**config.mk**
```make
export PLATFORM = sky130hd
export DESIGN_NAME = piso_serializer
export DESIGN_NICKNAME = d
export VERILOG_FILES = /design/src/rtl/serial_pkg.sv /design/src/rtl/frame_counter.sv /design/src/rtl/piso_serializer.sv
export SDC_FILE = /design/constraint.sdc
export NUM_CORES = 1
export LEC_CHECK = 0
export ABC_AREA = 1
export CAP_MARGIN = 25
export CORE_AREA = 5 5 42 44
export DETAILED_ROUTE_END_ITERATION = 8
export DIE_AREA = 0 0 47 49
export PLACE_DENSITY = 0.6
export SLEW_MARGIN = 40
export SYNTH_ARGS = -nofsm -noshare
export SYNTH_HDL_FRONTEND = slang
export SYNTH_SLANG_ARGS = --single-unit
export TNS_END_PERCENT = 5
```
**constraint.sdc**
```tcl
create_clock -name CLK -period 1.3 [get_ports CLK]
set_input_delay 0.325 -clock CLK [delete_from_list [all_inputs] [get_ports CLK]]
set_output_delay 0.325 -clock CLK [all_outputs]
set_load 0.01 [all_outputs]
```
**src/rtl/serial_pkg.sv**
```systemverilog
// Shared definitions for the serial datapath: serializer, shift register and deserializer.
package serial_pkg;

    // Serializer control states.
    typedef enum logic [1:0] {
        S_IDLE  = 2'd0,
        S_SHIFT = 2'd1,
        S_GAP   = 2'd2
    } serial_state_t;

    // Default word shape shared by every block on the serial link.
    localparam int DEFAULT_WIDTH     = 32'sd4;
    localparam int DEFAULT_IDLE_BITS = 32'sd0;
    localparam bit DEFAULT_MSB_FIRST = 1'b1;

    // Width needed to hold the values 0..n-1, never narrower than one bit.
    function automatic int cnt_width(input int n);
        int w;
        if (n <= 32'sd2) begin
            w = 32'sd1;
        end else begin
            w = $clog2(n);
        end
        return w;
    endfunction

endpackage

```
**src/rtl/frame_counter.sv**
```systemverilog
// Loadable down-counter with a terminal-count flag; serves as bit and gap counter.
module frame_counter #(
    parameter int CW = 2
) (
    input  logic          clk,
    input  logic          rst_n,
    input  logic          load,
    input  logic [CW-1:0] load_value,
    input  logic          dec,
    output logic [CW-1:0] count,
    output logic          tc
);

    // Terminal count: the counter has reached zero.
    assign tc = (count == {CW{1'b0}});

    // Load takes priority over decrement; the counter parks at zero.
    always_ff @(posedge clk or negedge rst_n) begin
        if (!rst_n) begin
            count <= {CW{1'b0}};
        end else if (load) begin
            count <= load_value;
        end else if (dec && !tc) begin
            count <= count - CW'(1'b1);
        end else begin
            count <= count;
        end
    end

endmodule

```
**src/rtl/piso_serializer.sv**
```systemverilog
// Parallel-in/serial-out serializer with optional zero gap between words and frame flags.
module piso_serializer
    import serial_pkg::*;
#(
    parameter int WIDTH     = DEFAULT_WIDTH,
    parameter int IDLE_BITS = DEFAULT_IDLE_BITS,
    parameter bit MSB_FIRST = DEFAULT_MSB_FIRST
) (
    input  logic             CLK,
    input  logic             RST,
    input  logic [WIDTH-1:0] DATA_IN,
    input  logic             LOAD_VALID,
    output logic             LOAD_READY,
    output logic             DOUT,
    output logic             FRAME,
    output logic             DONE,
    output logic             BUSY
);

    localparam int BW = cnt_width(WIDTH);
    localparam int GW = cnt_width(IDLE_BITS + 32'sd1);
    localparam bit HAS_GAP = (IDLE_BITS > 32'sd0);
    localparam bit GAP_ONE = (IDLE_BITS == 32'sd1);
    localparam logic [BW-1:0] BIT_LAST   = BW'(WIDTH - 32'sd1);
    localparam logic [BW-1:0] BIT_PENULT = BW'(32'sd1);
    localparam logic [GW-1:0] GAP_LAST   = GW'(HAS_GAP ? (IDLE_BITS - 32'sd1) : 32'sd0);
    localparam logic [GW-1:0] GAP_PENULT = GW'(32'sd1);

    serial_state_t    state_r, state_s;
    logic [WIDTH-1:0] shreg_r, shreg_s;
    logic             dout_r, dout_s;
    logic             frame_r, frame_s;
    logic             done_r, done_s;
    logic             busy_r, busy_s;
    logic             ready_r, ready_s;

    logic             accept_s;
    logic             bit_dec_s;
    logic             gap_load_s;
    logic             gap_dec_s;
    logic [BW-1:0]    bit_count_s;
    logic             bit_tc_s;
    logic [GW-1:0]    gap_count_s;
    logic             gap_tc_s;

    // Bit that leaves the word first for the configured bit order.
    function automatic logic head_bit(input logic [WIDTH-1:0] w);
        logic b;
        if (MSB_FIRST) begin
            b = w[WIDTH-1];
        end else begin
            b = w[0];
        end
        return b;
    endfunction

    // Word with its first bit consumed, so the next one moves to the head.
    function automatic logic [WIDTH-1:0] shift_word(input logic [WIDTH-1:0] w);
        logic [WIDTH-1:0] s;
        if (MSB_FIRST) begin
            s = {w[WIDTH-2:0], 1'b0};
        end else begin
            s = {1'b0, w[WIDTH-1:1]};
        end
        return s;
    endfunction

    // Ready is only ever high in a cycle where a new word may start, so an accept always starts one.
    assign accept_s = LOAD_VALID & ready_r;

    // Counts the data bits still to come after the one currently on DOUT.
    frame_counter #(.CW(BW)) u_bit_cnt (
        .clk        (CLK),
        .rst_n      (RST),
        .load       (accept_s),
        .load_value (BIT_LAST),
        .dec        (bit_dec_s),
        .count      (bit_count_s),
        .tc         (bit_tc_s)
    );

    // Counts the gap cycles still to come after the current one.
    frame_counter #(.CW(GW)) u_gap_cnt (
        .clk        (CLK),
        .rst_n      (RST),
        .load       (gap_load_s),
        .load_value (GAP_LAST),
        .dec        (gap_dec_s),
        .count      (gap_count_s),
        .tc         (gap_tc_s)
    );

    // Next state and next registered outputs; outputs describe the cycle after the edge.
    always_comb begin
        state_s    = state_r;
        shreg_s    = shreg_r;
        dout_s     = 1'b0;
        frame_s    = 1'b0;
        done_s     = 1'b0;
        busy_s     = 1'b0;
        ready_s    = 1'b0;
        bit_dec_s  = 1'b0;
        gap_load_s = 1'b0;
        gap_dec_s  = 1'b0;
        if (accept_s) begin
            state_s = S_SHIFT;
            shreg_s = shift_word(DATA_IN);
            dout_s  = head_bit(DATA_IN);
            frame_s = 1'b1;
            busy_s  = 1'b1;
        end else begin
            case (state_r)
                S_IDLE: begin
                    ready_s = 1'b1;
                end
                S_SHIFT: begin
                    if (!bit_tc_s) begin
                        dout_s    = head_bit(shreg_r);
                        shreg_s   = shift_word(shreg_r);
                        frame_s   = 1'b1;
                        busy_s    = 1'b1;
                        bit_dec_s = 1'b1;
                        done_s    = (bit_count_s == BIT_PENULT);
                        ready_s   = (bit_count_s == BIT_PENULT) && !HAS_GAP;
                    end else if (HAS_GAP) begin
                        state_s    = S_GAP;
                        gap_load_s = 1'b1;
                        busy_s     = 1'b1;
                        ready_s    = GAP_ONE;
                    end else begin
                        state_s = S_IDLE;
                        ready_s = 1'b1;
                    end
                end
                S_GAP: begin
                    if (!gap_tc_s) begin
                        gap_dec_s = 1'b1;
                        busy_s    = 1'b1;
                        ready_s   = (gap_count_s == GAP_PENULT);
                    end else begin
                        state_s = S_IDLE;
                        ready_s = 1'b1;
                    end
                end
                default: begin
                    state_s = S_IDLE;
                    ready_s = 1'b0;
                end
            endcase
        end
    end

    // State, shift register and output registers; reset aborts any frame immediately.
    always_ff @(posedge CLK or negedge RST) begin
        if (!RST) begin
            state_r <= S_IDLE;
            shreg_r <= {WIDTH{1'b0}};
            dout_r  <= 1'b0;
            frame_r <= 1'b0;
            done_r  <= 1'b0;
            busy_r  <= 1'b0;
            ready_r <= 1'b0;
        end else begin
            state_r <= state_s;
            shreg_r <= shreg_s;
            dout_r  <= dout_s;
            frame_r <= frame_s;
            done_r  <= done_s;
            busy_r  <= busy_s;
            ready_r <= ready_s;
        end
    end

    assign DOUT       = dout_r;
    assign FRAME      = frame_r;
    assign DONE       = done_r;
    assign BUSY       = busy_r;
    assign LOAD_READY = ready_r;

endmodule

```
==> results by group <==
Yosys
  • Syn_nets: 67
  • Netlist cell types: 12
  • Register area share after synthesis: 49.4%
  • Area of the mapped netlist: 507 um^2
  • Cells after synthesis: between 50 and 60
  • YS warnings: 0
  • Syn Area/Cell: 9.05 um^2
  • FF+latch count, synth: 10

Clock tree
  • CTS Buf Count: 3
  • Bufs on Longest Clock Path: 2
  • Clk Latency, worst-skew pair: 0.26 ns
  • H-Tree Depth: 1
  • Clock Sink Count: 10
  • Clock transition at path regs: 0.06 ns
  • Clock root buffer: clkbuf_4
  • CTS tree: done

Final layout
  • Most frequent cells in the layout: 20 x nand2_1, 10 x dfrtp_1, 8 x nand3_1, 6 x clkdlybuf4s50_1
  • Commonest non-fill, non-tap cell in the layout: nand2_1
  • Design area: 668 um^2
  • Final cell count without fillers: a little under 90
  • Nets@finish: between 80 and 90
  • Layout cells sized above 1: 18.1%
  • Final antenna diode count: 0
  • Layout area overhead: 31.9%

Global routing
  • Antenna violations before repair: 0
  • Overflow after GRT: 0
  • M1 GR Usage: approximately 12%
  • Vias in the first global route: 342
  • GRT Resource Usage Total: 8.67%
  • First-pass GRT wire length: about 1400 um
  • Global routing's busiest layer: met2
  • Pin count of the biggest net entering global routing: 11
  • M3 GR Usage: 3.32%
  • Met2 Usage GRT: about an eighth

Power
  • Combinational share of power: between 50% and 60%
  • Clock network power share: 13.7%
  • Register share of total power: 36.0%
  • Switching share of total power: between 40% and 50%
  • Pleak: 0.364 nW
  • Switch Pwr: between 0.0005 and 0.0006 W
  • Power Density: 2180 nW/um^2
  • Int Power: around 0.00087 W
  • Max IR drop VDD: 1.02 mV
  • Final Power: 0.00145 W

Routing
  • Routed via count: 377
  • # DRC: 0
  • DR WL/cell: 10.0 um
  • DRT iter0 DRCs: 12
  • Post-route ant nets: 0
  • Post-Route WL: 883 um
  • Drt via density: ~4.3
  • First-pass iteration count of the detailed router: 3

Outcome
  • Outcome: complete, no violations

Critical path
  • CP startpoint kind: flop
  • Critical-path cell list: dlygate4sd2_1
  • Worst path top cell family by delay: flip-flops
  • CP endpoint kind: output port
  • R2R depth: 6
  • CP max stage delay: between 0.3 and 0.4 ns
  • Critical Path AT: 0.90 ns
  • CP Max Fanout: 2
  • Slowest cell on the critical path: dfrtp_1
  • Worst Path Required: about 0.98 ns
  • Crit Path Class: reg2out
  • CP bufs+invs: 1
  • Worst path depth: 1
  • Reg2reg setup slack: approximately 0.14 ns

Flow run
  • Max-cap check violation count: 0

Timing
  • RSZ-0062 raised after global routing: false
  • Final max-slew violation count: 0
  • Worst Tran Pin Value: roughly 0.18 ns
  • Fin crit period: between 1 and 1.5 ns
  • Final Hold Fails: 0
  • Max Clock Freq: 818 MHz
  • Period Utilization, post-route: between 90% and 100%
  • Slew HR: 88.0%
  • Skew final: 0.00728 ns
  • # setup viols final: 0

Floorplan
  • IO Count: 12
  • Die footprint: 2300 um^2
  • Chip Width: 47 um
  • # rows: 14
  • DIE HEIGHT: 49 um
  • Core ar.: ~1400 um^2
  • Initial Util: 36.2%

Place
  • Placed inst area: 652 um^2
  • DP Cell Count: 85
  • Final HPWL DP: ~710 um
  • Port Buffers: 11
  • Final GP Congestion: a little under 0.7

Min path
  • Min-delay worst type: in2async
[power by group through the flow]
stage	registers (W)	clock network (W)	logic, W
6_report	0.000523	0.000199	0.000732
5_1_grt	0.000541	0.000223	0.000843
4_1_cts	0.000525	0.000206	0.000750
3_5_place_dp	0.000533	0	0.000796
3_3_place_gp	0.000536	0	0.000788
2_1_floorplan	0.000563	0	0.000487
[synth_stat cells]
| cell | instances | area (um^2) |
|---|---|---|
| nand2_1 | 20 | 75.1 |
| dfrtp_1 | 10 | 250 |
| nand3_1 | 8 | 40.0 |
| inv_1 | 5 | 18.8 |
| ha_1 | 4 | 50.1 |
| nor2_4 | 2 | 22.5 |
| o21ai_2 | 2 | 17.5 |
| buf_4 | 1 | 7.51 |
| inv_2 | 1 | 3.75 |
| inv_4 | 1 | 6.26 |
| nand2_4 | 1 | 11.3 |
| nor2_1 | 1 | 3.75 |
[worst paths after layout]
path / startpoint / endpoint
max: LOAD_READY / LOAD_READY
min: RST / shreg_r[2]
max reg2reg: u_bit_cnt.count[0] / shreg_r[3]
min reg2reg: shreg_r[2] / shreg_r[2]
max in group asynchronous: RST / shreg_r[3]
min in group CLK: shreg_r[2] / shreg_r[2]
[registers in the layout, indices dropped and copies added (netlist names)]
| name | flops |
|---|---|
| DONE | 1 |
| shreg_r | 3 |
| u_bit_cnt.count | 2 |
| DOUT | 1 |
| LOAD_READY | 1 |
| state_r | 1 |
| FRAME | 1 |
[per-layer routing]
| layer | part of all wire (%) | wire [um] |
|---|---|---|
| met1 | 46 | 402 |
| met2 | 45 | 398 |
| met3 | 8.0 | 71 |
| met4 | 1.1 | 10 |
| met5 | 0 | 0 |
[stage by stage]
step	setup TNS (ns)	hold slack (ns)	util, %	setup slack [ns]
6_report	0	0.352	47.7	0.0775
5_1_grt	0	0.366	47.7	0.0261
4_1_cts	0	0.360	47.7	0.0608
3_5_place_dp	-0.125	0.469	46.5	-0.0479
3_3_place_gp	-0.0629	0.468	46.5	-0.0241
2_1_floorplan	0	0.0294	-	0.207
[area by class of cell]
cell class / count / area, um^2
clock buffers: 3 / 22.5
multi-input cells: 38 / 220
inverters: 7 / 28.8
repair buffers: 14 / 126
fillers: 160 / 733
flip-flops and latches: 10 / 250
well taps: 16 / 20.0
[kinds of logic (layout without fill, tap and decap cells)]
family / after synthesis / count (layout) / share of synthesized area (%)
flops: 10 / 10 / 49.4
buf+inv: 8 / 24 / 7.16
fa+ha+maj: 4 / 4 / 9.88
compound gates: 2 / 2 / 3.46
simple gates: 32 / 32 / 30.1
[what timing repair did]
item	4_1_cts	5_1_grt
setup endpoints to repair	5	0
endpoints found under the hold margin	0	0
hold buffers	0	0
buffers inserted	0	0
resized for setup	5	0
(Power assumes the default switching activity.)
